==> src/rtl/cam_pkg.sv <==
// Shared types for the DVP camera capture front-end: FSM states and the
// FIFO entry carried from byte assembly to the output stream.
package cam_pkg;

  // Entry fields are sized for the widest supported pixel and coordinate.
  localparam int CAM_DATA_W  = 24;
  localparam int CAM_COORD_W = 16;

  typedef enum logic [1:0] {
    SYNC_WAIT  = 2'd0,
    FRAME_WAIT = 2'd1,
    CAPTURE    = 2'd2
  } cam_state_t;

  typedef struct packed {
    logic [CAM_DATA_W-1:0]  data;
    logic [CAM_COORD_W-1:0] x;
    logic [CAM_COORD_W-1:0] y;
    logic                   sof;
    logic                   eol;
  } cam_entry_t;

endpackage

==> src/rtl/cam_stream_fifo.sv <==
// Synchronous FIFO with a valid/ready read side. A write into a full FIFO
// is accepted when a read frees an entry on the same edge.
module cam_stream_fifo #(
  parameter int WIDTH = 8,
  parameter int DEPTH = 4
) (
  input  logic             i_clk,
  input  logic             i_rst,
  input  logic             i_wr_en,
  input  logic [WIDTH-1:0] i_wr_data,
  output logic             o_full,
  output logic             o_rd_valid,
  output logic [WIDTH-1:0] o_rd_data,
  input  logic             i_rd_ready
);

  localparam int AW = $clog2(DEPTH);
  localparam logic [AW:0] FULL_CNT = (AW+1)'(DEPTH);

  logic [WIDTH-1:0] r_mem [DEPTH];
  logic [AW-1:0]    r_wr_ptr;
  logic [AW-1:0]    r_rd_ptr;
  logic [AW:0]      r_count;
  logic             w_wr;
  logic             w_rd;

  assign o_full     = (r_count == FULL_CNT);
  assign o_rd_valid = (r_count != '0);
  assign w_rd       = o_rd_valid & i_rd_ready;
  assign w_wr       = i_wr_en & (~o_full | w_rd);
  // Present zeros while empty so the stream outputs idle at a known value.
  assign o_rd_data  = o_rd_valid ? r_mem[r_rd_ptr] : '0;

  always_ff @(posedge i_clk) begin
    if (w_wr) r_mem[r_wr_ptr] <= i_wr_data;
  end

  always_ff @(posedge i_clk) begin
    if (i_rst) begin
      r_wr_ptr <= '0;
      r_rd_ptr <= '0;
      r_count  <= '0;
    end else begin
      if (w_wr) r_wr_ptr <= r_wr_ptr + AW'(1);
      if (w_rd) r_rd_ptr <= r_rd_ptr + AW'(1);
      case ({w_wr, w_rd})
        2'b10:   r_count <= r_count + (AW+1)'(1);
        2'b01:   r_count <= r_count - (AW+1)'(1);
        default: r_count <= r_count;
      endcase
    end
  end

endmodule

==> src/rtl/camera_capture.sv <==
// DVP camera capture: frame/line sync FSM, byte-to-pixel assembly with
// coordinate tracking and length checks, feeding a valid/ready output FIFO.
module camera_capture
  import cam_pkg::*;
#(
  parameter int H_ACTIVE          = 640,
  parameter int V_ACTIVE          = 480,
  parameter int BYTES_PER_PIXEL   = 2,
  parameter bit VSYNC_ACTIVE_HIGH = 1'b1,
  parameter bit HREF_ACTIVE_HIGH  = 1'b1,
  parameter int FIFO_DEPTH        = 4,
  localparam int XW = $clog2(H_ACTIVE),
  localparam int YW = $clog2(V_ACTIVE),
  localparam int PW = 8 * BYTES_PER_PIXEL
) (
  input  logic          p_clock,
  input  logic          reset,
  input  logic          vsync,
  input  logic          href,
  input  logic [7:0]    p_data,
  output logic [PW-1:0] out_data,
  output logic [XW-1:0] out_x,
  output logic [YW-1:0] out_y,
  output logic          out_sof,
  output logic          out_eol,
  output logic          out_valid,
  input  logic          out_ready,
  output logic          frame_done,
  output logic [15:0]   frame_count,
  output logic          err_line,
  output logic          err_frame,
  output logic          overflow
);

  // Counters need one extra code so they can reach H_ACTIVE / V_ACTIVE.
  localparam int XCW = $clog2(H_ACTIVE + 1);
  localparam int YCW = $clog2(V_ACTIVE + 1);
  localparam int BIW = (BYTES_PER_PIXEL > 1) ? $clog2(BYTES_PER_PIXEL) : 1;
  localparam logic [XCW-1:0] X_END  = XCW'(H_ACTIVE);
  localparam logic [XCW-1:0] X_LAST = XCW'(H_ACTIVE - 1);
  localparam logic [YCW-1:0] Y_END  = YCW'(V_ACTIVE);
  localparam logic [BIW-1:0] B_LAST = BIW'(BYTES_PER_PIXEL - 1);

  cam_state_t     r_state;
  logic           w_vs;
  logic           w_hr;
  logic           r_hr_prev;
  logic [XCW-1:0] r_x;
  logic [YCW-1:0] r_y;
  logic [BIW-1:0] r_byte_idx;
  logic [PW-1:0]  w_pix_next;
  logic           w_byte_en;
  logic           w_pix_done;
  logic           w_in_win;
  cam_entry_t     r_entry;
  cam_entry_t     w_head;
  logic           r_wr_en;
  logic           w_fifo_full;
  logic           w_rd_valid;
  logic           r_frame_done;
  logic [15:0]    r_frame_count;
  logic           r_err_line;
  logic           r_err_frame;
  logic           r_overflow;

  assign w_vs       = VSYNC_ACTIVE_HIGH ? vsync : ~vsync;
  assign w_hr       = HREF_ACTIVE_HIGH ? href : ~href;
  assign w_byte_en  = (r_state == CAPTURE) & ~w_vs & w_hr;
  assign w_pix_done = w_byte_en & (r_byte_idx == B_LAST);
  assign w_in_win   = (r_x < X_END) && (r_y < Y_END);

  // Stage 0: earlier bytes of the pixel wait here, first byte ends up as MSB.
  generate
    if (BYTES_PER_PIXEL == 1) begin : g_one_byte
      assign w_pix_next = p_data;
    end else begin : g_multi_byte
      logic [PW-9:0] r_pix;
      always_ff @(posedge p_clock) begin
        if (w_byte_en) r_pix <= w_pix_next[PW-9:0];
      end
      assign w_pix_next = {r_pix, p_data};
    end
  endgenerate

  always_ff @(posedge p_clock) begin
    if (reset) begin
      r_state       <= SYNC_WAIT;
      r_hr_prev     <= 1'b0;
      r_x           <= '0;
      r_y           <= '0;
      r_byte_idx    <= '0;
      r_wr_en       <= 1'b0;
      r_frame_done  <= 1'b0;
      r_frame_count <= '0;
      r_err_line    <= 1'b0;
      r_err_frame   <= 1'b0;
      r_overflow    <= 1'b0;
    end else begin
      r_hr_prev    <= w_hr;
      r_wr_en      <= 1'b0;
      r_frame_done <= 1'b0;
      if (r_wr_en && w_fifo_full && !(out_valid && out_ready)) r_overflow <= 1'b1;
      case (r_state)
        SYNC_WAIT: begin
          if (w_vs) r_state <= FRAME_WAIT;
        end
        FRAME_WAIT: begin
          if (!w_vs) begin
            r_state     <= CAPTURE;
            r_x         <= '0;
            r_y         <= '0;
            r_byte_idx  <= '0;
            r_err_line  <= 1'b0;
            r_err_frame <= 1'b0;
            r_overflow  <= 1'b0;
          end
        end
        CAPTURE: begin
          if (w_vs) begin
            r_state       <= FRAME_WAIT;
            r_frame_done  <= 1'b1;
            r_frame_count <= r_frame_count + 16'd1;
            if (r_y != Y_END) r_err_frame <= 1'b1;
          end else if (w_hr) begin
            if (r_byte_idx == B_LAST) begin
              r_byte_idx <= '0;
              if (w_in_win) begin
                r_wr_en <= 1'b1;
                r_x     <= r_x + XCW'(1);
              end else begin
                r_err_line <= 1'b1;
                if (r_x != X_END) r_x <= r_x + XCW'(1);
              end
            end else begin
              r_byte_idx <= r_byte_idx + BIW'(1);
            end
          end else if (r_hr_prev) begin
            if (r_byte_idx != '0 || r_x != X_END) r_err_line <= 1'b1;
            r_x        <= '0;
            r_byte_idx <= '0;
            if (r_y != Y_END) r_y <= r_y + YCW'(1);
          end
        end
        default: r_state <= SYNC_WAIT;
      endcase
    end
  end

  // Stage 1: completed pixel and its markers, written to the FIFO next edge.
  always_ff @(posedge p_clock) begin
    if (w_pix_done) begin
      r_entry.data <= CAM_DATA_W'(w_pix_next);
      r_entry.x    <= CAM_COORD_W'(r_x);
      r_entry.y    <= CAM_COORD_W'(r_y);
      r_entry.sof  <= (r_x == '0) && (r_y == '0);
      r_entry.eol  <= (r_x == X_LAST);
    end
  end

  cam_stream_fifo #(
    .WIDTH ($bits(cam_entry_t)),
    .DEPTH (FIFO_DEPTH)
  ) u_fifo (
    .i_clk      (p_clock),
    .i_rst      (reset),
    .i_wr_en    (r_wr_en),
    .i_wr_data  (r_entry),
    .o_full     (w_fifo_full),
    .o_rd_valid (w_rd_valid),
    .o_rd_data  (w_head),
    .i_rd_ready (out_ready)
  );

  assign out_valid   = w_rd_valid;
  assign out_data    = PW'(w_head.data);
  assign out_x       = XW'(w_head.x);
  assign out_y       = YW'(w_head.y);
  assign out_sof     = w_head.sof;
  assign out_eol     = w_head.eol;
  assign frame_done  = r_frame_done;
  assign frame_count = r_frame_count;
  assign err_line    = r_err_line;
  assign err_frame   = r_err_frame;
  assign overflow    = r_overflow;

endmodule

==> config.mk <==
export PLATFORM = sky130hd
export DESIGN_NAME = camera_capture
export DESIGN_NICKNAME = d
export VERILOG_FILES = /design/src/rtl/cam_pkg.sv /design/src/rtl/cam_stream_fifo.sv /design/src/rtl/camera_capture.sv
export SDC_FILE = /design/constraint.sdc
export NUM_CORES = 1
export LEC_CHECK = 0
export ABC_AREA = 1
export BUFFER_PORTS_ARGS = -buffer_cell sky130_fd_sc_hd__buf_2
export CAP_MARGIN = 30
export CORE_MARGIN = 5
export CORE_UTILIZATION = 67
export CTS_CLUSTER_DIAMETER = 60
export DETAILED_ROUTE_END_ITERATION = 8
export GPL_TIMING_DRIVEN = 0
export PLACE_DENSITY_LB_ADDON = 0.15
export SETUP_SLACK_MARGIN = 0.3
export SLEW_MARGIN = 20
export SYNTH_ARGS = -nofsm -noshare
export SYNTH_HDL_FRONTEND = slang
export SYNTH_HIERARCHICAL = 1
export SYNTH_SLANG_ARGS = --single-unit
export TNS_END_PERCENT = 5
==> constraint.sdc <==
create_clock -name p_clock -period 6.8 [get_ports p_clock]
set_clock_uncertainty 0.15 [all_clocks]
set_input_delay 1.02 -clock p_clock [delete_from_list [all_inputs] [get_ports p_clock]]
set_output_delay 1.02 -clock p_clock [all_outputs]
set_load 0.02 [all_outputs]
==> results.py, run 1 <==
metrics = {
    "drt": {
        "avgViaCountPerCell": 5.76,
        "vias": 7202,
        "first_iter_violations": 681,
        "firstDrtPassIters": 5,
        "drtAntennaViolNets": 0,
        "wl_mm": 23.1,
        "drc": 0,
        "wl_per_cell_um": 18.5,
    },
    "sta": {
        "fin_crit_sh_pct": 49.1,
        "tns_ps": 0,
        "max_freq_mhz": 300,
        "slew_headroom_pct": 36.7,
        "min_period_ps": 3340,
        "tightest_slew_ps": 946,
        "finalHoldViolCount": 0,
        "finalSetupViolCount": 0,
        "rsz0062_at_grt": "false",
        "drv_slew": 0,
    },
    "setup_path": {
        "end_kind": "output port",
        "worstPathArrival_ps": 2170,
        "worstPathMaxFanout": 10,
        "start_kind": "flop",
        "path_class": "flop to output port",
        "cp.required_ps": 5630,
        "r2r_cells": 12,
    },
    "hold_path": {
        "whs_path_depth": 0,
        "hp-class": "flop to flop",
    },
    "grt": {
        "antenna_found_initial": 0,
        "grt_pass1_vias": 7145,
        "grt_pass1_wl_mm": 36.7,
        "track_usage_pct": 26.0,
        "gr-total-overflow": 0,
        "grt_max_degree": 25,
    },
    "pwr": {
        "vdd_drop_max_v": 0.000276,
        "leakagePower_nw": 4.54,
        "p_seq_share_pct": 43.5,
        "p_sw_w": 0.00108,
        "p_int_w": 0.00275,
        "combinationalPowerShare_pct": 19.3,
        "power_frac_clock_pct": 37.2,
        "p_sw_share_pct": 28.2,
        "power_per_cell_area_nw_per_um2": 324,
        "total_power_w": 0.00383,
    },
    "floorplanning": {
        "fp.coreArea_um2": 15100,
        "dieArea_um2": 17800,
        "die_w_um": 133,
        "initial_core_util_pct": 67.7,
        "rows": 45,
        "die_h_um": 133,
        "io_pins": 71,
    },
    "clock_tree": {
        "cts_max_level": 1,
        "cts_num_sinks": 246,
        "cts_setup_buffers": 0,
        "path_clk_slew_ps": 60,
        "cts_hold_buf": 0,
        "cts.path.max_buffers": 3,
        "cts_tree": "done",
        "numCtsBuffers": 24,
        "cts-root-buf": "clkbuf_16",
        "worstSkewPairLatency_ps": 510,
        "ctsResizeCount": 0,
    },
    "final_layout": {
        "layout-drive-gt1-share_pct": 18.1,
        "syn_to_final_growth_pct": 15.6,
        "nets": 1072,
        "fin_cells": 1250,
        "antenna_cells": 0,
    },
    "run_status": {
        "status": "completed",
    },
    "synth": {
        "syn_area_per_cell_um2": 10.8,
        "synthesis.area_um2": 10200,
        "syn_inst": 942,
        "synthesis.nets": 970,
        "yosysWarnings": 6,
    },
    "placement": {
        "dp_hpwl_mm": 14.5,
        "gp_congestion": 0.861,
        "place.port_buffers": 68,
        "dp.cells": 1206,
    },
    "flow_run": {
        "maxCapViolCount": 0,
    },
}
==> flip-flops by register name, summed over array words and instances (netlist names), 3 cells and up, named ones only <==
name / flops
u_fifo/r_count: 3
g_multi_byte.r_pix: 8
frame_count: 16
u_fifo/r_mem: 148
r_y: 9
r_entry: 37
r_x: 10
==> worst paths after layout <==
check                        startpoint                 to  slack [ps]
setup / recovery                   flop        out_data[3]        3460
hold / removal    g_multi_byte.r_pix[0]        r_entry[42]         270
setup reg to reg      u_fifo/r_count[1]  u_fifo/r_count[2]        4360
hold reg to reg   g_multi_byte.r_pix[0]        r_entry[42]         270
==> cell type report <==
| type | count | area (µm²) |
|---|---|---|
| plain buffers | 54 | 343 |
| clock buffers | 30 | 627 |
| clock inverters | 14 | 233 |
| fillers | 915 | 3270 |
| inverters | 67 | 258 |
| multi-input cells | 575 | 2800 |
| flip-flops and latches | 246 | 6860 |
| well taps | 188 | 235 |
| repair buffers | 76 | 469 |
==> stage by stage <==
stage | hold slack (ps) | worst slack (ps) | instance area [µm²] | utilization [%]
3_5_place_dp | 257 | 3710 | 11000 | 72.6
3_3_place_gp | 251 | 980 | 10800 | 71.5
2_1_floorplan | 250 | 2420 | 10200 | -
6_report | 272 | 3460 | 11800 | 78.3
5_1_grt | 287 | 3300 | 11800 | 78.3
4_1_cts | 272 | 3470 | 11800 | 78.3
==> power groups by stage <==
stage	Combinational (W)	Sequential (W)	Clock, W
2_1_floorplan	0.000495	0.00170	0
3_3_place_gp	0.000696	0.00170	0
3_5_place_dp	0.000716	0.00170	0
4_1_cts	0.000732	0.00167	0.00144
5_1_grt	0.000802	0.00167	0.00150
6_report	0.000738	0.00167	0.00142
==> cell usage in the layout, fill, tap and decap left out, types with 13 or more instances in the layout <==
cell / instances
o21ai_1: 34
nand2_1: 89
nor2_1: 212
edfxtp_1: 193
buf_6: 13
buf_2: 79
ha_1: 14
dfxtp_1: 53
o21ai_0: 61
clkbuf_16: 24
inv_1: 55
clkbuf_1: 22
nand3_1: 38
a21oi_1: 69
==> routing by layer <==
layer  GRT usage [%]  vias to the layer above  share of wire, %
met3            3.44                       59               6.4
met4            9.03                        0               3.1
met1            32.9                     3443                39
met5               0                        -                 0
li1                -                     3408                 -
met2            46.4                      292                52
==> critical path, cell delays in order (launching register included) <==
cell and delay (ps):
dfxtp_1 310, buf_6 150, inv_4 130, clkbuf_1 420
o21ai_0 250, a21oi_1 200, buf_2 190
(Power assumes the default switching activity.)
==> run 2, diff against run 1 <==
- ABC_AREA: 1 -> 0
- CORE_UTILIZATION: 67 -> 62
- clock period: 6.8 -> 3.4 ns (I/O delays scaled with it)
==> run 2 against run 1 <==
Effect of this change: clock power grew 82%; synthesized cell count shrank 34%; clock-buffer cell count grew 3; synthesized area shrank 3.3%; via count shrank 23%; worst hold slack lost 230 ps; combinational power shrank 78%; register-to-register slack lost 3600 ps; sequential cell count is the same; total power grew 56%; global-route usage shrank 5.2 points.
==> results.py, run 2 <==
metrics = {
    "synth": {
        "synthesis.nets": 654,
        "syn_area_per_cell_um2": 15.8,
        "syn_inst": 626,
        "synthesis.area_um2": 9880,
        "yosysWarnings": 6,
    },
    "sta": {
        "setup_ws_ps": 439,
        "drv_slew": 0,
        "min_period_ps": 2960,
        "slew_headroom_pct": 44.8,
        "tightest_slew_ps": 824,
        "tns_ps": 0,
        "finalHoldViolCount": 0,
        "finalSetupViolCount": 0,
        "fin_crit_sh_pct": 87.1,
        "max_freq_mhz": 338,
        "rsz0062_at_grt": "false",
    },
    "final_layout": {
        "final_common_cell": "edfxtp_1",
        "multi_input_area_um2": 2770,
        "largest_reg_flops": 148,
        "final_cell_area_um2": 11400,
        "fin_cells": 962,
        "nets": 756,
        "layout-drive-gt1-share_pct": 24.1,
        "register_area_um2": 6860,
        "final_cell_mix": "edfxtp_1, buf_2, dfxtp_1",
        "syn_to_final_growth_pct": 15.6,
        "nFillCells": 1038,
        "max_flop_register": "u_fifo/r_mem",
        "antenna_cells": 0,
    },
    "clock_tree": {
        "numCtsBuffers": 24,
        "cts_max_level": 1,
        "cts.path.max_buffers": 3,
        "cts_setup_buffers": 0,
        "path_clk_slew_ps": 60,
        "cts_num_sinks": 246,
        "worstSkewPairLatency_ps": 500,
        "cts-root-buf": "clkbuf_16",
        "cts_hold_buf": 0,
        "ctsResizeCount": 0,
        "cts_tree": "done",
    },
    "grt": {
        "grt_pass1_vias": 5750,
        "grt_max_degree": 26,
        "grt_pass1_wl_mm": 30.1,
        "track_usage_pct": 20.8,
        "antenna_found_initial": 0,
        "gr-total-overflow": 0,
    },
    "drt": {
        "drtAntennaViolNets": 0,
        "vias": 5566,
        "wl_per_cell_um": 19.4,
        "first_iter_violations": 352,
        "wl_mm": 18.6,
        "firstDrtPassIters": 5,
        "avgViaCountPerCell": 5.79,
        "drc": 0,
    },
    "setup_path": {
        "path_class": "flop to output port",
        "r2r-end": "u_fifo/r_count[2]",
        "start_kind": "flop",
        "critPathTopFamily": "simple AND/OR/NAND/NOR gates",
        "r2r_start": "u_fifo/r_count[1]",
        "r2r_cells": 9,
        "worstPathMaxFanout": 10,
        "crit_buf_inv": 2,
        "cp_slowest_cell": "nor3_2",
        "crit_chain": "nor3_2 -> clkbuf_1 -> nor2b_1 -> buf_2",
        "max_stage_delay_ps": 700,
        "end_kind": "output port",
        "cp.required_ps": 2740,
        "r2r_setup_slack_ps": 740,
        "worstPathArrival_ps": 2300,
    },
    "hold_path": {
        "hold_end": "g_multi_byte.r_pix[4]",
        "hp-start": "p_data[4]",
        "whs_path_depth": 1,
        "hp-class": "input pin to flop",
    },
    "floorplanning": {
        "die_w_um": 136,
        "fp.coreArea_um2": 15800,
        "dieArea_um2": 18600,
        "io_pins": 71,
        "initial_core_util_pct": 62.6,
        "rows": 46,
        "die_h_um": 136,
    },
    "run_status": {
        "status": "completed",
    },
    "placement": {
        "dpl_worst_slack_ps": 763,
        "gp_congestion": 0.843,
        "dp.cells": 918,
        "dp_hpwl_mm": 12.3,
        "place.port_buffers": 70,
        "placed_cell_area_um2": 10600,
    },
    "flow_run": {
        "maxCapViolCount": 0,
    },
    "pwr": {
        "leakagePower_nw": 3.94,
        "power_per_cell_area_nw_per_um2": 522,
        "total_power_w": 0.00596,
        "vdd_drop_max_v": 0.000289,
    },
}
run 2: cell types whose count changed in the layout (fill, tap and decap cells not counted), moves of 13 or more:
| cell | change |
|---|---|
| nor2b_1 | +43 |
| mux4_2 | +37 |
| a21oi_1 | -41 |
| nand3_1 | -22 |
| o21ai_0 | -48 |
| o31ai_1 | +13 |
| nand2_1 | -70 |
| inv_1 | -36 |
| o21ai_1 | -34 |
| nor2_1 | -188 |
run 2: layer usage:
| metal | vias to the layer above | GRT usage, % | routed length (µm) |
|---|---|---|---|
| li1 | 2611 | - | - |
| met1 | 2797 | 27.5 | 7620 |
| met2 | 136 | 36.5 | 9800 |
| met3 | 22 | 3.26 | 950 |
| met4 | 0 | 5.10 | 244 |
| met5 | - | 0 | 0 |
run 2: cell type report:
cell class | count | share of cell area (%)
multi-input combinational | 327 | 24.2
inverter | 19 | 0.625
buffer | 34 | 1.64
timing repair buffer | 76 | 4.27
tap | 216 | 2.37
clock buffer | 33 | 5.93
sequential | 246 | 60.0
clock inverter | 11 | 0.877
run 2: worst max path at each step:
stage | startpoint | end | cells after the start
2_1_floorplan | r_state[0] | r_entry[0] | 6
5_1_grt | u_fifo/r_count[1] | out_sof | 4
3_5_place_dp | u_fifo/r_count[1] | u_fifo/r_count[2] | 9
4_1_cts | u_fifo/r_count[1] | out_sof | 4
3_3_place_gp | r_state[0] | r_wr_en | 7
6_report | u_fifo/r_count[1] | out_sof | 4
run 2: stage by stage:
step	hold WS [ps]	utilization, %
6_report	45.5	72.4
5_1_grt	28.0	72.4
4_1_cts	23.2	72.4
3_5_place_dp	255	67.5
3_3_place_gp	251	66.6
2_1_floorplan	250	-
run 2: where the power goes:
part | switching [W] | leakage, nW | total (W) | internal, W
clock | 0.00104 | 0.387 | 0.00258 | 0.00154
sequential | 0.00000902 | 2.29 | 0.00322 | 0.00321
combinational | 0.000105 | 1.26 | 0.000160 | 0.0000550
total | 0.00115 | 3.94 | 0.00596 | 0.00481
run 2: worst register-to-register path, cell delays in order (launching register included):
cell      delay (ps)
dfxtp_1          350
nor3_2           700
clkbuf_1         290
nor2_1           100
ha_1             210
inv_1             90
fa_1             190
xor2_1            80
or3_1            300
a21oi_1          140
